--- config.mk ---
export PLATFORM = sky130hd
export DESIGN_NAME = rs_alu
export DESIGN_NICKNAME = d
export VERILOG_FILES = /design/src/rtl/rs_alu.sv
export SDC_FILE = /design/constraint.sdc
export NUM_CORES = 1
export LEC_CHECK = 0
export CORE_UTILIZATION = 50
export DETAILED_ROUTE_END_ITERATION = 10
export PLACE_DENSITY = 0.71
export SLEW_MARGIN = 20
export SYNTH_ARGS = -nofsm -noshare
export SYNTH_HDL_FRONTEND = slang
export SYNTH_SLANG_ARGS = --single-unit
export TNS_END_PERCENT = 20
--- constraint.sdc ---
create_clock -name clk_i -period 4.3 [get_ports clk_i]
set_input_delay 0.86 -clock clk_i [delete_from_list [all_inputs] [get_ports clk_i]]
set_output_delay 0.86 -clock clk_i [all_outputs]
set_load 0.02 [all_outputs]
--- src/rtl/rs_alu.sv ---
// rs_alu: four-entry (parameterisable) reservation station for the integer ALU.
// Entries are kept in a collapsing queue: slot 0 is always the oldest, and the
// valid slots are always contiguous from slot 0. Pending operands wake up from
// the forwarding bus. The oldest fully-ready entry is offered to the ALU.
//
// Handshake: issue_valid_o/issue_* are driven combinationally from registered
// state only. A transfer happens on the rising edge when issue_valid_o and
// issue_ready_i are both 1. While issue_ready_i is 0 the offer is held.
//
// Ports:
//   clk_i, reset_i (async, active low), flush_i (sync clear)
//   dp_*        : dispatch of one renamed instruction (src = data or RRF tag)
//   full_o, count_o : occupancy
//   forward_*   : ALU result forwarding bus (tag + data)
//   issue_*     : valid/ready issue port toward the ALU
module rs_alu #(
  parameter int DATA_LEN  = 32,
  parameter int RRF_SEL   = 6,
  parameter int ENTRY_NUM = 4,
  parameter int ALU_OP_W  = 4
) (
  input  logic                           clk_i,
  input  logic                           reset_i,
  input  logic                           flush_i,
  input  logic                           dp_we_i,
  input  logic [DATA_LEN-1:0]            dp_src1_i,
  input  logic                           dp_rdy1_i,
  input  logic [DATA_LEN-1:0]            dp_src2_i,
  input  logic                           dp_rdy2_i,
  input  logic [RRF_SEL-1:0]             dp_rrftag_i,
  input  logic [ALU_OP_W-1:0]            dp_alu_op_i,
  output logic                           full_o,
  output logic [$clog2(ENTRY_NUM):0]     count_o,
  input  logic                           forward_we_i,
  input  logic [RRF_SEL-1:0]             forward_rrftag_i,
  input  logic [DATA_LEN-1:0]            forward_data_i,
  output logic                           issue_valid_o,
  input  logic                           issue_ready_i,
  output logic [DATA_LEN-1:0]            issue_src1_o,
  output logic [DATA_LEN-1:0]            issue_src2_o,
  output logic [RRF_SEL-1:0]             issue_rrftag_o,
  output logic [ALU_OP_W-1:0]            issue_alu_op_o
);

  localparam int IDX_W = $clog2(ENTRY_NUM);
  localparam int CNT_W = IDX_W + 1;

  logic                valid_q  [ENTRY_NUM];
  logic [DATA_LEN-1:0] src1_q   [ENTRY_NUM];
  logic                rdy1_q   [ENTRY_NUM];
  logic [DATA_LEN-1:0] src2_q   [ENTRY_NUM];
  logic                rdy2_q   [ENTRY_NUM];
  logic [RRF_SEL-1:0]  rrftag_q [ENTRY_NUM];
  logic [ALU_OP_W-1:0] alu_op_q [ENTRY_NUM];
  logic [CNT_W-1:0]    count_q;

  // Slot contents after forward capture, before the collapse
  logic [DATA_LEN-1:0] cap_src1 [ENTRY_NUM];
  logic                cap_rdy1 [ENTRY_NUM];
  logic [DATA_LEN-1:0] cap_src2 [ENTRY_NUM];
  logic                cap_rdy2 [ENTRY_NUM];

  logic                valid_n  [ENTRY_NUM];
  logic [DATA_LEN-1:0] src1_n   [ENTRY_NUM];
  logic                rdy1_n   [ENTRY_NUM];
  logic [DATA_LEN-1:0] src2_n   [ENTRY_NUM];
  logic                rdy2_n   [ENTRY_NUM];
  logic [RRF_SEL-1:0]  rrftag_n [ENTRY_NUM];
  logic [ALU_OP_W-1:0] alu_op_n [ENTRY_NUM];
  logic [CNT_W-1:0]    count_n;

  logic             sel_found;
  logic [IDX_W-1:0] sel_idx;
  logic             issue_fire;
  logic             dp_accept;
  logic [CNT_W-1:0] tail;
  logic [DATA_LEN-1:0] dp_src1_eff, dp_src2_eff;
  logic             dp_rdy1_eff, dp_rdy2_eff;

  // Oldest-ready select: scanning downward lets the lowest index win.
  always_comb begin
    sel_found = 1'b0;
    sel_idx   = '0;
    for (int i = ENTRY_NUM - 1; i >= 0; i--) begin
      if (valid_q[i] && rdy1_q[i] && rdy2_q[i]) begin
        sel_found = 1'b1;
        sel_idx   = IDX_W'(i);
      end
    end
  end

  assign issue_fire     = sel_found && issue_ready_i;
  assign issue_valid_o  = sel_found;
  assign issue_src1_o   = sel_found ? src1_q[sel_idx]   : '0;
  assign issue_src2_o   = sel_found ? src2_q[sel_idx]   : '0;
  assign issue_rrftag_o = sel_found ? rrftag_q[sel_idx] : '0;
  assign issue_alu_op_o = sel_found ? alu_op_q[sel_idx] : '0;

  assign full_o    = (count_q == CNT_W'(ENTRY_NUM));
  assign count_o   = count_q;
  assign dp_accept = dp_we_i && !full_o && !flush_i;
  // Tail slot as seen after this cycle's collapse
  assign tail      = count_q - CNT_W'(issue_fire);

  // Dispatch bypass: an operand whose producer broadcasts this very cycle
  always_comb begin
    dp_src1_eff = dp_src1_i;
    dp_rdy1_eff = dp_rdy1_i;
    dp_src2_eff = dp_src2_i;
    dp_rdy2_eff = dp_rdy2_i;
    if (!dp_rdy1_i && forward_we_i && dp_src1_i[RRF_SEL-1:0] == forward_rrftag_i) begin
      dp_src1_eff = forward_data_i;
      dp_rdy1_eff = 1'b1;
    end
    if (!dp_rdy2_i && forward_we_i && dp_src2_i[RRF_SEL-1:0] == forward_rrftag_i) begin
      dp_src2_eff = forward_data_i;
      dp_rdy2_eff = 1'b1;
    end
  end

  // Forward capture applied in place; the shift below then carries it along.
  always_comb begin
    for (int i = 0; i < ENTRY_NUM; i++) begin
      cap_src1[i] = src1_q[i];
      cap_rdy1[i] = rdy1_q[i];
      cap_src2[i] = src2_q[i];
      cap_rdy2[i] = rdy2_q[i];
      if (valid_q[i] && !rdy1_q[i] && forward_we_i &&
          src1_q[i][RRF_SEL-1:0] == forward_rrftag_i) begin
        cap_src1[i] = forward_data_i;
        cap_rdy1[i] = 1'b1;
      end
      if (valid_q[i] && !rdy2_q[i] && forward_we_i &&
          src2_q[i][RRF_SEL-1:0] == forward_rrftag_i) begin
        cap_src2[i] = forward_data_i;
        cap_rdy2[i] = 1'b1;
      end
    end
  end

  // Next state: collapse over the issued slot, then append at the tail.
  always_comb begin
    for (int i = 0; i < ENTRY_NUM; i++) begin
      valid_n[i]  = valid_q[i];
      src1_n[i]   = cap_src1[i];
      rdy1_n[i]   = cap_rdy1[i];
      src2_n[i]   = cap_src2[i];
      rdy2_n[i]   = cap_rdy2[i];
      rrftag_n[i] = rrftag_q[i];
      alu_op_n[i] = alu_op_q[i];
    end
    for (int i = 0; i < ENTRY_NUM - 1; i++) begin
      if (issue_fire && i >= int'(sel_idx)) begin
        valid_n[i]  = valid_q[i+1];
        src1_n[i]   = cap_src1[i+1];
        rdy1_n[i]   = cap_rdy1[i+1];
        src2_n[i]   = cap_src2[i+1];
        rdy2_n[i]   = cap_rdy2[i+1];
        rrftag_n[i] = rrftag_q[i+1];
        alu_op_n[i] = alu_op_q[i+1];
      end
    end
    if (issue_fire) begin
      valid_n[ENTRY_NUM-1] = 1'b0;
    end
    for (int i = 0; i < ENTRY_NUM; i++) begin
      if (dp_accept && CNT_W'(i) == tail) begin
        valid_n[i]  = 1'b1;
        src1_n[i]   = dp_src1_eff;
        rdy1_n[i]   = dp_rdy1_eff;
        src2_n[i]   = dp_src2_eff;
        rdy2_n[i]   = dp_rdy2_eff;
        rrftag_n[i] = dp_rrftag_i;
        alu_op_n[i] = dp_alu_op_i;
      end
    end
    count_n = count_q - CNT_W'(issue_fire) + CNT_W'(dp_accept);
    if (flush_i) begin
      for (int i = 0; i < ENTRY_NUM; i++) begin
        valid_n[i] = 1'b0;
      end
      count_n = '0;
    end
  end

  always_ff @(posedge clk_i or negedge reset_i) begin
    if (!reset_i) begin
      for (int i = 0; i < ENTRY_NUM; i++) begin
        valid_q[i]  <= 1'b0;
        src1_q[i]   <= '0;
        rdy1_q[i]   <= 1'b0;
        src2_q[i]   <= '0;
        rdy2_q[i]   <= 1'b0;
        rrftag_q[i] <= '0;
        alu_op_q[i] <= '0;
      end
      count_q <= '0;
    end else begin
      for (int i = 0; i < ENTRY_NUM; i++) begin
        valid_q[i]  <= valid_n[i];
        src1_q[i]   <= src1_n[i];
        rdy1_q[i]   <= rdy1_n[i];
        src2_q[i]   <= src2_n[i];
        rdy2_q[i]   <= rdy2_n[i];
        rrftag_q[i] <= rrftag_n[i];
        alu_op_q[i] <= alu_op_n[i];
      end
      count_q <= count_n;
    end
  end

endmodule
# --- Yosys cells after proc, flatten, opt, wreduce, memory -nomap -nowiden ---
# Index checks and enable logic that the tools add are counted.
# Widths: inputs -> output; s select.
word_totals:
  regBits: 311
  latch_bits: 0
  mem_bits_rw: 0
  mem_bits_ro: 0
  input_bits: 120
  output_inout_bits: 79
  word_cells: 212
  memories: 0
op_classes:
  addsub: 2
  n_mul: 0
  n_div: 0
  order_cmp: 4
  eq_ne: 14
  shifts: 0
  mux: 94
  n_bitwise: 1
  reduce_logical: 68
op_table:
  columns: ["operator", "count"]
  rows:
  - ["$mux 32", 30]
  - ["$bmux 32 s2", 2]
  - ["$eq 6x6->1", 10]
  - ["$mux 6", 9]
  - ["$logic_and 1x1->1", 46]
  - ["$mux 4", 10]
  - ["$mux 1", 36]
  - ["$reduce_bool 3->1", 6]
  - ["$bmux 6 s2", 1]
  - ["$logic_not 1->1", 12]
  - ["$bmux 4 s2", 1]
  - ["$mux 2", 4]
  - ["$eq 2x3->1 const A", 2]
  - ["$reduce_bool 2->1", 3]
  - ["$ge 1x2->1 const A", 2]
  - ["$add 3x1->3", 1]
  - ["$eq 1x3->1 const A", 1]
  - ["$eq 3x3->1 const B", 1]
  - ["$ge 3x3->1 const B", 1]
  - ["$logic_not 3->1", 1]
  - ["$mux 3", 1]
  - ["$not 2->3", 1]
  - ["$sub 3x1->3", 1]
  - ["$ge 2x2->1 const A", 1]

# --- Longest topological paths before layout ---
# Gate-level depths: netlist of run 1.
logic_depth:
  word_depth: 12
  ltp_mapped: 15
  mapped_depth_nobuf: 12

# --- Least setup slack after synthesis of run 1 ---
# No wires, ideal clock.
synth_timing:
  path_kind: "register -> register"
  from: "register rdy2_q[1] (netlist name)"
  to: "register rrftag_q[2] (netlist name)"
  arrival_time_ns: 3.172
  required_ns: 4.175
  slack_ns: 1.003
  stages_incl_launch_ff: 13
  path_buffers: 4
  synth_period_minus_slack_ns: 3.297
  path_cell_list: "dfrtp_1 -> and3_1 -> nor2b_1 -> nor2b_1 -> clkbuf_1 -> nor2_1 -> ha_1 -> ha_1 -> clkbuf_1 -> nor4_2 -> buf_2 -> buf_2 -> mux2_2"
synth_between:
  elab_chain_len: 8
synth_rtl:
  columns: ["item", "line", "rtl"]
  rows:
  - ["from (decl)", "52", "logic rdy2_q [ENTRY_NUM];"]
  - ["from (signal, indexed assignment)", "204", "rdy2_q[i] <= rdy2_n[i];"]
  - ["$logic_and 1x1->1", "85", "if (valid_q[i] && rdy1_q[i] && rdy2_q[i]) begin"]
  - ["$mux 1 (3 in series)", "85", null]
  - ["$logic_and 1x1->1", "92", "assign issue_fire = sel_found && issue_ready_i;"]
  - ["$sub 3x1->3", "103", "assign tail = count_q - CNT_W'(issue_fire);"]
  - ["$eq 2x3->1", "167", "if (dp_accept && CNT_W'(i) == tail) begin"]
  - ["$logic_and 1x1->1", "167", null]
  - ["to (signal, indexed assignment)", "205", "rrftag_q[i] <= rrftag_n[i];"]
  - ["to (decl)", "53", "logic [RRF_SEL-1:0] rrftag_q [ENTRY_NUM];"]
# Every way passes these cells.
# A chain may end at the register's enable or synchronous reset.

# --- Final worst setup path of run 1 ---
layout_timing:
  from: "register rdy2_q[3] (netlist name)"
  to: "output issue_src2_o[0]"
layout_between:
  elab_chain_len: 7
  word_cells_on_any_way: 8
  cone_classes: "mux (6); bitwise (1); reduce/logical (1)"
layout_rtl:
  columns: ["item", "line", "rtl"]
  rows:
  - ["$logic_and 1x1->1 *", "85", null]
  - ["$mux 2", "85", null]
  - ["$not 2->3 (implied by the code)", "95", "assign issue_src2_o = sel_found ? src2_q[sel_idx] : '0;"]
  - ["$bmux 32 s2", "95", null]
  - ["$mux 32 (implied by the code) (2 in series)", "95", null]
  - ["$mux 32 *", "95", null]
  - ["to (decl)", "40", "output logic [DATA_LEN-1:0] issue_src2_o,"]
# Every way passes the cells marked *; elsewhere a longest branch is shown, timed or not. The select of a mux whose other input is x is not followed.

==> results of run 1 <==
-- how the worst min path moves through the flow --
| stage | start | to |
|---|---|---|
| finish | reset_i | src1_q[70]$_DFF_PN0_ |
| global route | reset_i | src1_q[103]$_DFFE_PN0P_ |
| CTS | reset_i | src1_q[103]$_DFFE_PN0P_ |
| detailed placement | alu_op_q[0]$_DFFE_PN0P_ | alu_op_q[0]$_DFFE_PN0P_ |
| global placement | rrftag_q[22]$_DFFE_PN0P_ | rrftag_q[22]$_DFFE_PN0P_ |
| floorplan | rrftag_q[2]$_DFFE_PN0P_ | rrftag_q[2]$_DFFE_PN0P_ |
-- power groups by stage --
stage	combinational [mW]	clock (mW)	sequential, mW
6_report	4.25	3.04	5.39
5_1_grt	4.69	3.17	5.52
3_5_place_dp	4.17	0	5.36
3_3_place_gp	3.99	0	5.30
4_1_cts	4.20	3.06	5.32
2_1_floorplan	3.14	0	5.02
-- layout make-up --
cell class              instances  area (sq um)  area share
clock inverters                 7          61.3     0.00259
diodes                          1          2.50    0.000106
repair buffers                288          2910       0.123
multi-input cells            1630         11100       0.470
flip-flops and latches        311          7780       0.329
well taps                     518           648      0.0274
clock buffers                  58          1080      0.0458
inverters                      12          45.0     0.00190
-- registers in the layout, summed over array words and instances (netlist names) --
name	count
rdy2_q	4
rdy1_q	4
src2_q	128
count_o	3
alu_op_q	16
src1_q	128
valid_q	4
rrftag_q	24
-- cells by family (layout without fill, tap and decap cells) --
family	after synthesis	count (layout)	synth area share
other	0	1	0
flip-flops	311	311	0.391
buffers and inverters	256	365	0.0567
AND/OR/NAND/NOR	621	621	0.153
adder cells (fa/ha/maj)	3	3	0.00189
XOR/XNOR	63	63	0.0277
AO/OA/AOI/OAI	727	727	0.260
multiplexers	216	216	0.110
-- cells in the final DEF, fill, tap and decap left out, types with 23 or more instances in the layout --
cell,instances
or3_1,67
o221ai_1,66
buf_4,72
xor2_1,35
a22oi_1,137
dfrtp_1,311
a31oi_1,65
a221oi_1,24
o21ai_0,23
nor2_1,199
o22ai_1,71
nand3_1,39
nor2b_1,77
nor2_2,34
mux2i_1,200
a211oi_1,145
xnor2_1,28
clkbuf_16,37
nand2_1,136
o211ai_1,65
clkdlybuf4s50_1,185
a21oi_1,79
-- per-layer routing --
metal,GRT usage,wire length [um],vias to the layer above
li1,-,-,8455
met1,0.481,29700,9579
met2,0.547,33200,1327
met3,0.0609,7390,233
met4,0.163,2750,0
met5,0,0,-
==> results.json, run 1 <==
{
  "outcome": "finished, violations left",
  "violations": "setup timing",
  "area_delta_synth_final_pct": 18.9,
  "slowest_delay_ns": 0.71,
  "powerDensity_mw_per_mm2": 536,
  "max_freq_mhz": 229,
  "tightestPinTransition_ns": 0.968,
  "p_seq_frac": 0.425,
  "die_area_sq_mm": 0.0406,
  "clk_pin_slew_ns": 0.06,
  "grt_first_pass_wirelength_um": 113000,
  "yosys.area.top_type": "dfrtp_1",
  "synth-main-ff-cell": "dfrtp_1",
  "critPathLaunchType": "flop",
  "p_switching_mw": 4.63,
  "viasPerCell": 6.94,
  "finalHoldViolations": 0,
  "yosysSeqAreaShare": 0.391,
  "top_level_ports": 199,
  "dp_slack_ns": 0.396,
  "reg2reg_slack_ns": 0.41,
  "clockRootBuffer": "clkbuf_16",
  "utilization": 0.608,
  "drv_slew": 0,
  "synth_cells": 2197,
  "combPwrFrac": 0.335,
  "cp_num_cells": 7,
  "fin_crit_sh": 1.01,
  "syn_area_sq_mm": 0.0199,
  "synthTopCellsByArea": "dfrtp_1 (39%), mux2i_1 (10%), a211oi_1 (5.6%)",
  "portBuffers": 198,
  "ys_top_cells_by_count": "dfrtp_1 (311), nor2_1 (203), mux2i_1 (202)",
  "rsz0062_at_grt": "yes",
  "slew_headroom": 0.351,
  "r2r_end": "src1_q[45]$_DFF_PN0_",
  "post_cts_resized": 0,
  "critPathKind": "flop to output port",
  "clk_latency_ns": 0.55,
  "final_cell_area_sq_mm": 0.0237,
  "ys_seq_elements": 311,
  "die_h_um": 202,
  "cpMaxStageDelayCell": "clkdlybuf4s50_1",
  "critPathCapture": "issue_src2_o[0]",
  "post_cts_buffers": 0,
  "grt_pass1_vias": 19700,
  "ys_async_sr_fraction": 1.00,
  "clkPwrFrac": 0.240,
  "numClockSinks": 311,
  "track_usage": 0.353,
  "synth_fp_nets": 2320,
  "synth_top_area_frac": 0.391,
  "power.total_mw": 12.7,
  "ys_types": 62,
  "p_sw_frac": 0.365,
  "syn_area_per_cell_sq_um": 9.06,
  "dp_hpwl_um": 44600,
  "timing.final.ws_setup_ns": -0.0579,
  "hold_buffers": 0,
  "grt_max_degree": 97,
  "synth_most_common_cell": "dfrtp_1",
  "vias": 19600,
  "antenna_found_initial": 1,
  "path_buf_inv": 2,
  "crit_path_end_kind": "output port",
  "clock_skew_ns": 0.0222,
  "core-area_sq_mm": 0.0389,
  "crit_required_ns": 3.44,
  "reg2regPathDepth": 13,
  "cts_tree": "yes",
  "crit_start": "rdy2_q[3]$_DFFE_PN0P_",
  "ir_drop_mv": 0.286,
  "fill_cells": 3394,
  "tns_ns": -0.0759,
  "start_util": 0.512,
  "synth_edf_count": 0,
  "dp_cells": 2759,
  "internal_power_mw": 8.06,
  "placed_cell_area_sq_mm": 0.0225,
  "cts_buffers": 37,
  "critPathTopFamily": "buffers and inverters",
  "yosysWarnings": 0,
  "worstReg2RegStart": "rdy2_q[1]$_DFF_PN0_",
  "power_leakage_nw": 9.88,
  "wl_um": 73000,
  "htree_num_levels": 2,
  "final_cells": 2825,
  "drc_errors": 0,
  "whs_ns": 0.296,
  "cap_viol_max_count": 0,
  "fp-row-count": 72,
  "crit_fanout": 87,
  "final_layout_size_suffix_gt1_frac": 0.0954,
  "wl_per_cell_um": 25.9,
  "ant_nets": 0,
  "crit_chain": "nand3_1 -> nand2_1 -> nor2_4 -> buf_12 -> mux2i_1 -> a211oi_1 -> clkdlybuf4s50_1",
  "fin_crit_ns": 4.36,
  "fin_nets": 2403,
  "hold_path.class": "primary input to async pin",
  "final-setup-viol-count": 2,
  "arrival_ns": 3.50,
  "cts_buffer_depth": 3,
  "globalplace.congestion": 0.915,
  "drt_iter0_markers": 2362,
  "die_x_um": 202,
  "first_pass_iters": 7,
  "overflow": 0
}
Note: power is estimated with default switching activity, not from simulation.
==> run 2: changes to the inputs <==
--- a/config.mk
+++ b/config.mk
@@ -6,8 +6,9 @@
 export NUM_CORES = 1
 export LEC_CHECK = 0
 export CORE_UTILIZATION = 50
+export CTS_BUF_LIST = sky130_fd_sc_hd__clkbuf_16
 export DETAILED_ROUTE_END_ITERATION = 10
-export PLACE_DENSITY = 0.71
+export PLACE_DENSITY = 0.69
 export SLEW_MARGIN = 20
 export SYNTH_ARGS = -nofsm -noshare
 export SYNTH_HDL_FRONTEND = slang
==> results.json, run 2 (same netlist as run 1, synthesis figures left out) <==
{
  "p_sw_frac": 0.364,
  "first_pass_iters": 6,
  "top_level_ports": 199,
  "mostFrequentLayoutCells": "dfrtp_1 (311), mux2i_1 (200), nor2_1 (199)",
  "critPathKind": "flop to output port",
  "fp-row-count": 72,
  "clk_pin_slew_ns": 0.06,
  "multi_input_area_sq_mm": 0.0111,
  "crit_fanout": 28,
  "clk_latency_ns": 0.55,
  "p_seq_frac": 0.425,
  "cts_tree": "yes",
  "core-area_sq_mm": 0.0389,
  "cpMaxStageDelayCell": "clkdlybuf4s50_1",
  "die_x_um": 202,
  "track_usage": 0.353,
  "portBuffers": 198,
  "fin_crit_sh": 0.982,
  "final-setup-viol-count": 0,
  "ir_drop_mv": 0.281,
  "numClockSinks": 311,
  "slowest_delay_ns": 0.67,
  "vias": 19400,
  "dp_hpwl_um": 45500,
  "rsz0062_at_grt": "yes",
  "utilization": 0.609,
  "arrival_ns": 3.36,
  "dp_cells": 2763,
  "die_h_um": 202,
  "final_common_cell": "dfrtp_1",
  "cap_viol_max_count": 0,
  "hold_buffers": 0,
  "drt_iter0_markers": 2524,
  "reg.largest.list": "src1_q (128), src2_q (128), rrftag_q (24)",
  "die_area_sq_mm": 0.0406,
  "clock_skew_ns": 0.0300,
  "fin_crit_ns": 4.22,
  "combPwrFrac": 0.335,
  "fill_cells": 3348,
  "slew_headroom": 0.270,
  "grt_max_degree": 106,
  "internal_power_mw": 8.09,
  "drc_errors": 0,
  "cts_buffers": 37,
  "antenna_found_initial": 3,
  "p_switching_mw": 4.63,
  "crit_path_end_kind": "output port",
  "grt_pass1_vias": 19500,
  "power_leakage_nw": 9.73,
  "hold_path.class": "primary input to async pin",
  "cts_buffer_depth": 3,
  "globalplace.congestion": 0.914,
  "fin_nets": 2407,
  "ant_nets": 0,
  "crit_chain": "and3_1 -> o21ai_0 -> and2_4 -> buf_12 -> buf_12 -> a211oi_1 -> a211oi_1 -> clkdlybuf4s50_1",
  "clkPwrFrac": 0.240,
  "powerDensity_mw_per_mm2": 536,
  "grt_first_pass_wirelength_um": 113000,
  "ff_latch_area_sq_mm": 0.00778,
  "max_freq_mhz": 237,
  "overflow": 0,
  "viasPerCell": 6.86,
  "path_buf_inv": 3,
  "clockRootBuffer": "clkbuf_16",
  "final_cells": 2830,
  "tightestPinTransition_ns": 1.09,
  "start_util": 0.512,
  "htree_num_levels": 2,
  "wl_per_cell_um": 25.9,
  "area_delta_synth_final_pct": 19.0,
  "critPathTopFamily": "buffers and inverters",
  "final_layout_size_suffix_gt1_frac": 0.0956,
  "critPathLaunchType": "flop",
  "drv_slew": 0,
  "wl_um": 73200,
  "crit_required_ns": 3.44,
  "outcome": "completed",
  "finalHoldViolations": 0
}
[run 2: power groups by stage]
stage / clock [mW] / sequential [mW] / combinational (mW)
CTS: 3.07 / 5.34 / 4.21
finish: 3.05 / 5.40 / 4.26
global route: 3.20 / 5.54 / 4.69
global placement: 0 / 5.32 / 4.01
detailed placement: 0 / 5.38 / 4.17
floorplan: 0 / 5.02 / 3.14
[run 2: timing repair]
item | in CTS | in global routing
gates resized for setup | 0 | 4
setup endpoints to repair | 0 | 5
endpoints found under the hold margin | 0 | 0
buffers inserted | 0 | 0
[run 2: path summary, 6_finish.rpt]
path                                          from  slack, ns                 endpoint  depth (start not counted)
max                            rdy2_q[1]$_DFF_PN0_       0.08         issue_src1_o[13]                          8
min                                        reset_i       0.40     src1_q[45]$_DFF_PN0_                          1
max reg2reg                    rdy2_q[1]$_DFF_PN0_       0.66     src2_q[32]$_DFF_PN0_                         13
min reg2reg                src1_q[111]$_DFFE_PN0P_       0.54  src1_q[111]$_DFFE_PN0P_                          2
max in group asynchronous                  reset_i       2.91  src2_q[121]$_DFFE_PN0P_                          2
min in group clk_i         src1_q[111]$_DFFE_PN0P_       0.54  src1_q[111]$_DFFE_PN0P_                          2
[run 2: routing by layer]
metal,vias up,GRT usage,share of wire
met2,1238,0.546,0.46
met5,-,0,0.00027
li1,8465,-,-
met3,210,0.0695,0.10
met4,4,0.144,0.031
met1,9507,0.486,0.41
[run 2: stage by stage]
| step | power, mW | cell area (sq um) | TNS (ns) | worst slack [ns] | hold slack, ns |
|---|---|---|---|---|---|
| 3_3_place_gp | 9.33 | 22500 | 0 | 0.242 | 0.522 |
| 4_1_cts | 12.6 | 23700 | 0 | 0.132 | 0.451 |
| 5_1_grt | 13.4 | 23700 | -0.0739 | -0.0739 | 0.464 |
| 3_5_place_dp | 9.55 | 22500 | 0 | 0.157 | 0.529 |
| 6_report | 12.7 | 23700 | 0 | 0.0784 | 0.397 |
| 2_1_floorplan | 8.16 | 19900 | 0 | 1.00 | 0.503 |
[run 2: layout make-up]
class,count,area share
Sequential cell,311,0.328
Inverter,12,0.00190
Antenna cell,1,0.000106
Tap cell,518,0.0273
Timing Repair Buffer,292,0.124
Multi-Input combinational cell,1630,0.470
Clock inverter,27,0.00713
Clock buffer,39,0.0412
